`config.mk`:
```
export PLATFORM = sky130hd
export DESIGN_NAME = branch_target_buffer
export DESIGN_NICKNAME = d
export VERILOG_FILES = /design/src/rtl/lc3b_types.sv /design/src/rtl/btb_counter.sv /design/src/rtl/branch_target_buffer.sv
export SDC_FILE = /design/constraint.sdc
export NUM_CORES = 1
export LEC_CHECK = 0
export CELL_PAD_IN_SITES_DETAIL_PLACEMENT = 1
export CELL_PAD_IN_SITES_GLOBAL_PLACEMENT = 2
export CORE_ASPECT_RATIO = 1.4
export CORE_MARGIN = 2
export CORE_UTILIZATION = 45
export CTS_CLUSTER_DIAMETER = 60
export DETAILED_ROUTE_END_ITERATION = 8
export PLACE_DENSITY_LB_ADDON = 0.12
export RECOVER_POWER = 25
export SETUP_SLACK_MARGIN = 0.4
export SYNTH_ARGS = -nofsm -noshare
export SYNTH_HDL_FRONTEND = slang
export SYNTH_SLANG_ARGS = --single-unit
```
`constraint.sdc`:
```
create_clock -name clk -period 10.2 [get_ports clk]
set_clock_uncertainty 0.05 [all_clocks]
set_input_delay 2.04 -clock clk [delete_from_list [all_inputs] [get_ports clk]]
set_output_delay 2.04 -clock clk [all_outputs]
set_load 0.01 [all_outputs]
```
`src/rtl/lc3b_types.sv`:
```
// lc3b_types: shared BTB types and saturating-counter constants.
//   lc3b_word  16-bit machine word
//   btb_entry  one way of a BTB set: valid, tag, target, 2-bit counter
package lc3b_types;
  typedef logic [15:0] lc3b_word;
  // widest tag any legal NUM_SETS can produce (NUM_SETS=2); narrower tags are zero-extended
  localparam int TAG_MAX = 14;
  localparam logic [1:0] CTR_STEP = 2'b01;
  localparam logic [1:0] CTR_MAX = 2'b11;
  localparam logic [1:0] CTR_MIN = 2'b00;
  localparam logic [1:0] CTR_INIT_T = 2'b10;
  localparam logic [1:0] CTR_INIT_NT = 2'b01;
  typedef struct packed {
    logic valid;
    logic [TAG_MAX-1:0] tag;
    lc3b_word target;
    logic [1:0] counter;
  } btb_entry;
endpackage

```
`src/rtl/btb_counter.sv`:
```
// btb_counter: 2-bit saturating direction counter update.
//   ctr_i    current counter
//   taken_i  resolved direction (1 = count up, 0 = count down)
//   ctr_o    updated counter, saturating at 2'b11 / 2'b00
module btb_counter
  import lc3b_types::*;
(
  input  logic [1:0] ctr_i,
  input  logic       taken_i,
  output logic [1:0] ctr_o
);
  always_comb begin
    ctr_o = taken_i ? ((ctr_i == CTR_MAX) ? ctr_i : ctr_i + CTR_STEP)
                    : ((ctr_i == CTR_MIN) ? ctr_i : ctr_i - CTR_STEP);
  end
endmodule

```
`src/rtl/branch_target_buffer.sv`:
```
// branch_target_buffer: 2-way set-associative BTB with per-set LRU and 2-bit counters.
//   clk, rst_n                      clock, async active-low reset
//   stall, fetch_valid, fetch_pc    lookup request (accepted when fetch_valid & !stall)
//   pred_valid/hit/taken/target     registered prediction for the previous accepted lookup
//   load_btb, upd_pc/target/taken   resolved-branch write (update on hit, allocate on miss)
//   flush_btb                       invalidate all entries and LRU bits
module branch_target_buffer
  import lc3b_types::*;
#(
  parameter int NUM_SETS = 8,
  parameter int TAG_W = 16 - 1 - $clog2(NUM_SETS)
) (
  input  logic        clk,
  input  logic        rst_n,
  input  logic        stall,
  input  logic        fetch_valid,
  input  logic [15:0] fetch_pc,
  output logic        pred_valid,
  output logic        pred_hit,
  output logic        pred_taken,
  output logic [15:0] pred_target,
  input  logic        load_btb,
  input  logic [15:0] upd_pc,
  input  logic [15:0] upd_target,
  input  logic        upd_taken,
  input  logic        flush_btb
);
  localparam int IW = $clog2(NUM_SETS);
  btb_entry mem_q [NUM_SETS][2];
  logic [NUM_SETS-1:0] lru_q;
  logic [IW-1:0] f_idx, u_idx;
  logic [TAG_W-1:0] f_tag, u_tag;
  btb_entry f0, f1, u0, u1, u_new;
  logic f_hit0, f_hit1, f_hit, u_hit0, u_hit1, u_way;
  logic [1:0] u_ctr_old, u_ctr_next;
  logic unused;
  assign unused = fetch_pc[0] ^ upd_pc[0];
  assign f_idx = fetch_pc[IW:1];
  assign f_tag = fetch_pc[15:IW+1];
  assign u_idx = upd_pc[IW:1];
  assign u_tag = upd_pc[15:IW+1];
  assign f0 = mem_q[f_idx][0];
  assign f1 = mem_q[f_idx][1];
  assign u0 = mem_q[u_idx][0];
  assign u1 = mem_q[u_idx][1];
  assign f_hit0 = f0.valid && f0.tag == TAG_MAX'(f_tag);
  assign f_hit1 = f1.valid && f1.tag == TAG_MAX'(f_tag);
  assign f_hit = f_hit0 | f_hit1;
  assign u_hit0 = u0.valid && u0.tag == TAG_MAX'(u_tag);
  assign u_hit1 = u1.valid && u1.tag == TAG_MAX'(u_tag);
  // hit way first, then first invalid way, then the LRU way
  assign u_way = u_hit1 ? 1'b1 : u_hit0 ? 1'b0 : !u0.valid ? 1'b0 : !u1.valid ? 1'b1 : lru_q[u_idx];
  assign u_ctr_old = u_way ? u1.counter : u0.counter;
  btb_counter u_ctr (
    .ctr_i  (u_ctr_old),
    .taken_i(upd_taken),
    .ctr_o  (u_ctr_next)
  );
  always_comb begin
    u_new.valid = 1'b1;
    u_new.tag = TAG_MAX'(u_tag);
    u_new.target = upd_target;
    u_new.counter = (u_hit0 | u_hit1) ? u_ctr_next : (upd_taken ? CTR_INIT_T : CTR_INIT_NT);
  end
  // lookup reads pre-edge contents, so a same-cycle load/flush is invisible to it
  always_ff @(posedge clk or negedge rst_n) begin
    if (!rst_n) begin
      for (int i = 0; i < NUM_SETS; i++) begin
        mem_q[i][0].valid <= 1'b0;
        mem_q[i][1].valid <= 1'b0;
      end
      lru_q <= '0;
      pred_valid <= 1'b0;
      pred_hit <= 1'b0;
      pred_taken <= 1'b0;
      pred_target <= '0;
    end else begin
      if (!stall) begin
        pred_valid <= fetch_valid;
        pred_hit <= fetch_valid && f_hit;
        pred_taken <= fetch_valid && f_hit && (f_hit1 ? f1.counter[1] : f0.counter[1]);
        pred_target <= (fetch_valid && f_hit) ? (f_hit1 ? f1.target : f0.target) : '0;
      end
      if (flush_btb) begin
        for (int i = 0; i < NUM_SETS; i++) begin
          mem_q[i][0].valid <= 1'b0;
          mem_q[i][1].valid <= 1'b0;
        end
        lru_q <= '0;
      end else begin
        if (fetch_valid && !stall && f_hit) lru_q[f_idx] <= !f_hit1;
        // later assignment: the load's LRU update wins over the lookup's
        if (load_btb) begin
          mem_q[u_idx][u_way] <= u_new;
          lru_q[u_idx] <= !u_way;
        end
      end
    end
  end
endmodule

```
======== Yosys cells after proc, flatten, opt, wreduce, memory -nomap -nowiden ========
Index checks and enable logic that the tools add are counted.
word-level totals
  flip-flop bits (word level) ............. 555
  output and inout bits ................... 19
  logic and storage cells ................. 162
operators by class
  add/sub/neg operators ................... 2
  $lt $le $gt $ge ......................... 9
  equality and inequality tests ........... 5
  mux-type cells .......................... 53
  bitwise logic cells ..................... 6
  reductions and logical operators ........ 18
operator list
  operator               count
  $bwmux W528            1
  $mux W528              1
  $bmux W66 S3           2
  $mux W66               5
  $demux W66 S3          1
  $eq A14 B12 Y1         4
  $demux W33 S1          1
  $mux W33               1
  $mux W16               2
  $mux W8                4
  $mux W1                24
  $bwmux W8              2
  $logic_and A1 B1 Y1    12
  $mux W2                6
  $ge A4 B4 Y1 const B   2
  $lt A3 B4 Y1 const B   2
  $not A3 Y4             2
  $demux W1 S3           2
  $ge A3 B1 Y1 const B   2
  $lt A4 B1 Y1 const B   1
  $bmux W1 S3            1
  $logic_not A1 Y1       3
  $reduce_and A3 Y1      1
  $add A2 B1 Y2 const B  1
  other kinds (9)        10

======== Depth between registers and ports, before layout ========
  word-level depth ........................ 18
  depth in mapped cells ................... 13
  mapped depth without buffers ............ 8

======== Cells and area by module ========
From an unflattened synthesis, not the netlist that was laid out.
second synthesis, totals
  cell total of the unflattened synthesis .. 1411
  area, all modules ....................... 22778.1 µm²
by module, submodules not included
  module                instances  cells an instance  area an instance (µm²)
  branch_target_buffer  1          1408               22751.8
  btb_counter           1          3                  26.3

======== Worst setup path after synthesis ========
Ideal clock, no wire load.
  path kind ............................... input-to-reg
  start point ............................. input port upd_pc[1]
  end point ............................... register mem_q[297] (netlist bit), enable pin
  library setup time ...................... 455 ps
  arrival ................................. 6211 ps
  data required time ...................... 9695 ps
  slack ................................... 3484 ps
  stages on the path ...................... 10
  buffers on the path ..................... 2
  path through ............................ buf_4 > buf_4 > mux4_2 > mux2i_1 > xor2_1 > o221ai_1 > or4_1 > nor2_2 > o21ai_2 > nor3_1
RTL lines
  what                             line                        source
  from (decl)                      branch_target_buffer.sv:23  input logic [15:0] upd_pc,
  to (signal, indexed assignment)  branch_target_buffer.sv:94  mem_q[u_idx][u_way] <= u_new;
  to (decl)                        branch_target_buffer.sv:29  btb_entry mem_q [NUM_SETS][2];

==> flow_metrics.tcl <==
set metrics [dict create \
    outcome "finished, violations left" \
    violations "max-capacitance violations, max-slew violations" \
    gp_congestion 0.8802 \
    die_width_um 193.1 \
    crit_buf_inv 3 \
    ant_nets 0 \
    post_cts_buffers 0 \
    hp-class "flop to flop" \
    die_h_um 268.8 \
    nets 1604 \
    clk_latency_ns 0.61 \
    routed_wl_um 74840 \
    ys_seq_elements 523 \
    synth_area_leaders "edfxtp_1 64%, dfrtp_1 4.8%, mux4_2 4.3%" \
    synth-edff-count 480 \
    powerDensity_mw_per_mm2 181.0 \
    first_pass_iters 5 \
    p_leak_uw 0.008460 \
    worstMarginPinSlew_ns 2.973 \
    syn2layout_area_growth_pct 14.56 \
    rsz0062_at_grt "false" \
    wl_per_cell_um 33.47 \
    power_uw 4671 \
    endpoint_kind "flop" \
    grt_max_degree 49 \
    tns_ns 0 \
    cp_slowest_cell "nor2_4" \
    crit_arrival_ns 7.09 \
    cts_resized 0 \
    place_inst 2138 \
    num_vias 14527 \
    first_iter_violations 981 \
    antenna_found_initial 0 \
    critical_path.max_fanout 44 \
    clk_pin_slew_ns 0.06 \
    place_hpwl_um 46110 \
    ys.warnings.count 0 \
    syn_inst 1452 \
    overflow 0 \
    ys_types 75 \
    start_util_pct 45.28 \
    start_kind "primary input" \
    max_slew_margin_pct -98.21 \
    syn_area_mm2 0.02253 \
    cts-buffers-inserted 52 \
    period_minus_slack_ns 6.855 \
    instances_no_fill 2236 \
    path_cells "buf_4 > buf_4 > and2b_1 > a221oi_1 > o22ai_1 > xor2_1 > or4_4 > nor2_4 > o21ai_0 > nor2_4 > buf_4" \
    grt_pass1_wl_um 107900 \
    port_buffers 71 \
    die_area_mm2 0.05190 \
    cts_root_buf "clkbuf_16" \
    ctsHoldBuffers 0 \
    critPathRequiredTime_ns 10.44 \
    cp_slowest_stage_delay_ns 0.79 \
    tritoncts "yes" \
    htreeDepth 2 \
    cts.sinks 523 \
    async_reset_ff_share_pct 8.222 \
    syn_area_per_cell_um2 15.52 \
    synth.most_common_cell "edfxtp_1" \
    critPathTopFamily "simple AND/OR/NAND/NOR gates" \
    drc 0 \
    synthTopCellsByCount "480 x edfxtp_1, 107 x o22ai_1, 78 x mux2i_1" \
    syn-num-nets 1507 \
    yosysTopAreaCell "edfxtp_1" \
    core_area_mm2 0.04976 \
    yosysTopAreaCellShare_pct 63.98 \
    critPathMostFrequentCell "buf_4" \
    post_drt_via_cell_ratio 6.497 \
    worst-setup-path-type "primary input to flop" \
    timing.fmax_mhz 145.9 \
    io_pins 74 \
    layout-drive-gt1-share_pct 15.82 \
    hold_viol_final 0 \
    maxCapViolations 1 \
    slew_viol_final 45 \
    ys.flop_type "edfxtp_1" \
    rows 97 \
    n_antenna_cell 0 \
    ys_seq_area_share_pct 68.75 \
    period_share_pct 67.21 \
    nFillCells 4745 \
    first_global_vias 15474 \
    cts_buffer_depth 3 \
    finalSetupViolCount 0 \
    grt.total_usage_pct 29.32 \
    ir_drop_uv 154.9 \
]
==> worst reg2reg max path, cell delays in order, from the launching register on <==
cell and delay [ns]:
edfxtp_1 0.39, mux4_2 0.48, mux2i_1 0.18, xnor2_1 0.17, or2_2 0.35, or4_4 0.51, nor2_4 0.42, o21ai_0 0.32
nor2_4 0.80, buf_4 0.40
==> placed cells by master (no fill, tap or decap), drive strengths merged, types with 5 or more instances in the layout <==
master	instances
mux2i	78
and3	16
dfrtp	43
o22ai	107
clkbuf	81
nor3	52
mux2	33
edfxtp	480
a22oi	23
or3b	5
nor2	45
inv	16
or4	5
bufinv	5
and4	5
xnor2	16
a21oi	28
mux4	44
o22a	24
nor4	14
and2	7
buf	64
a221oi	35
a221o	8
clkinv	17
clkdlybuf4s50	49
nand3	13
nand3b	16
xor2	18
nand2	59
a31oi	7
o211ai	7
dlygate4sd3	15
o21a	9
o221ai	26
nor2b	13
o21ai	49
a22o	6
==> logic make-up after synthesis <==
group	Yosys count	synth area share [%]
AOI/OAI and AO/OA	356	11.17
DFF	523	68.75
and+or+nand+nor	277	6.670
buffers and inverters	107	2.560
xor gates and xnor gates	34	1.322
muxes	155	9.530
==> cell type report <==
type                       instances  area [µm²]  area share [%]
sequential                       523       15490           60.01
clock inverter                    21       261.5           1.013
tap                              643       804.5           3.117
clock buffer                      77        1486           5.759
multi-input combinational        822        6578           25.48
inverter                          18       67.56          0.2618
timing repair buffer             132        1124           4.353
==> state kept, by name (all words and copies together) (netlist names) <==
register     flops
mem_q          496
pred_target     16
lru_q            8
pred_hit         1
pred_taken       1
pred_valid       1
==> where the power goes <==
| group | internal, µW | total (µW) | switching, µW |
|---|---|---|---|
| combinational | 114 | 343 | 229 |
| sequential | 2350 | 2360 | 4.62 |
| clock | 1140 | 1970 | 832 |
| total | 3610 | 4670 | 1070 |
==> metal layers <==
| metal | global-route usage, % | wire (µm) | share of wire (%) |
|---|---|---|---|
| met1 | 35.54 | 28930 | 39 |
| met2 | 51.27 | 38320 | 51 |
| met3 | 3.475 | 3288 | 4.4 |
| met4 | 15.19 | 4302 | 5.7 |
| met5 | 0 | 0 | 0 |
==> metrics by stage <==
stage / cell area (µm²) / setup WS (ns) / util (%) / hold WS (ns)
floorplan: 22530 / 3.484 / - / 0.4221
global placement: 24080 / 2.835 / 48.39 / 0.4171
detailed placement: 24080 / 2.817 / 48.39 / 0.4272
CTS: 25830 / 3.434 / 51.90 / 0.4461
global route: 25810 / 3.200 / 51.87 / 0.4885
finish: 25810 / 3.345 / 51.87 / 0.4407
==> worst paths after layout <==
check	slack, ns	startpoint	cells past startpoint	end
worst max register to register	5.81	mem_q[92]	9	mem_q[95]
min in group asynchronous	2.44	rst_n	2	pred_target[6]
worst min register to register	0.44	pred_target[1]	2	pred_target[1]
worst max-delay path	3.34	upd_pc[2]	11	mem_q[95]
worst min-delay path	0.44	pred_target[1]	2	pred_target[1]
max in group asynchronous	5.96	rst_n	2	lru_q[5]
Power figures use the tool's default switching activity.
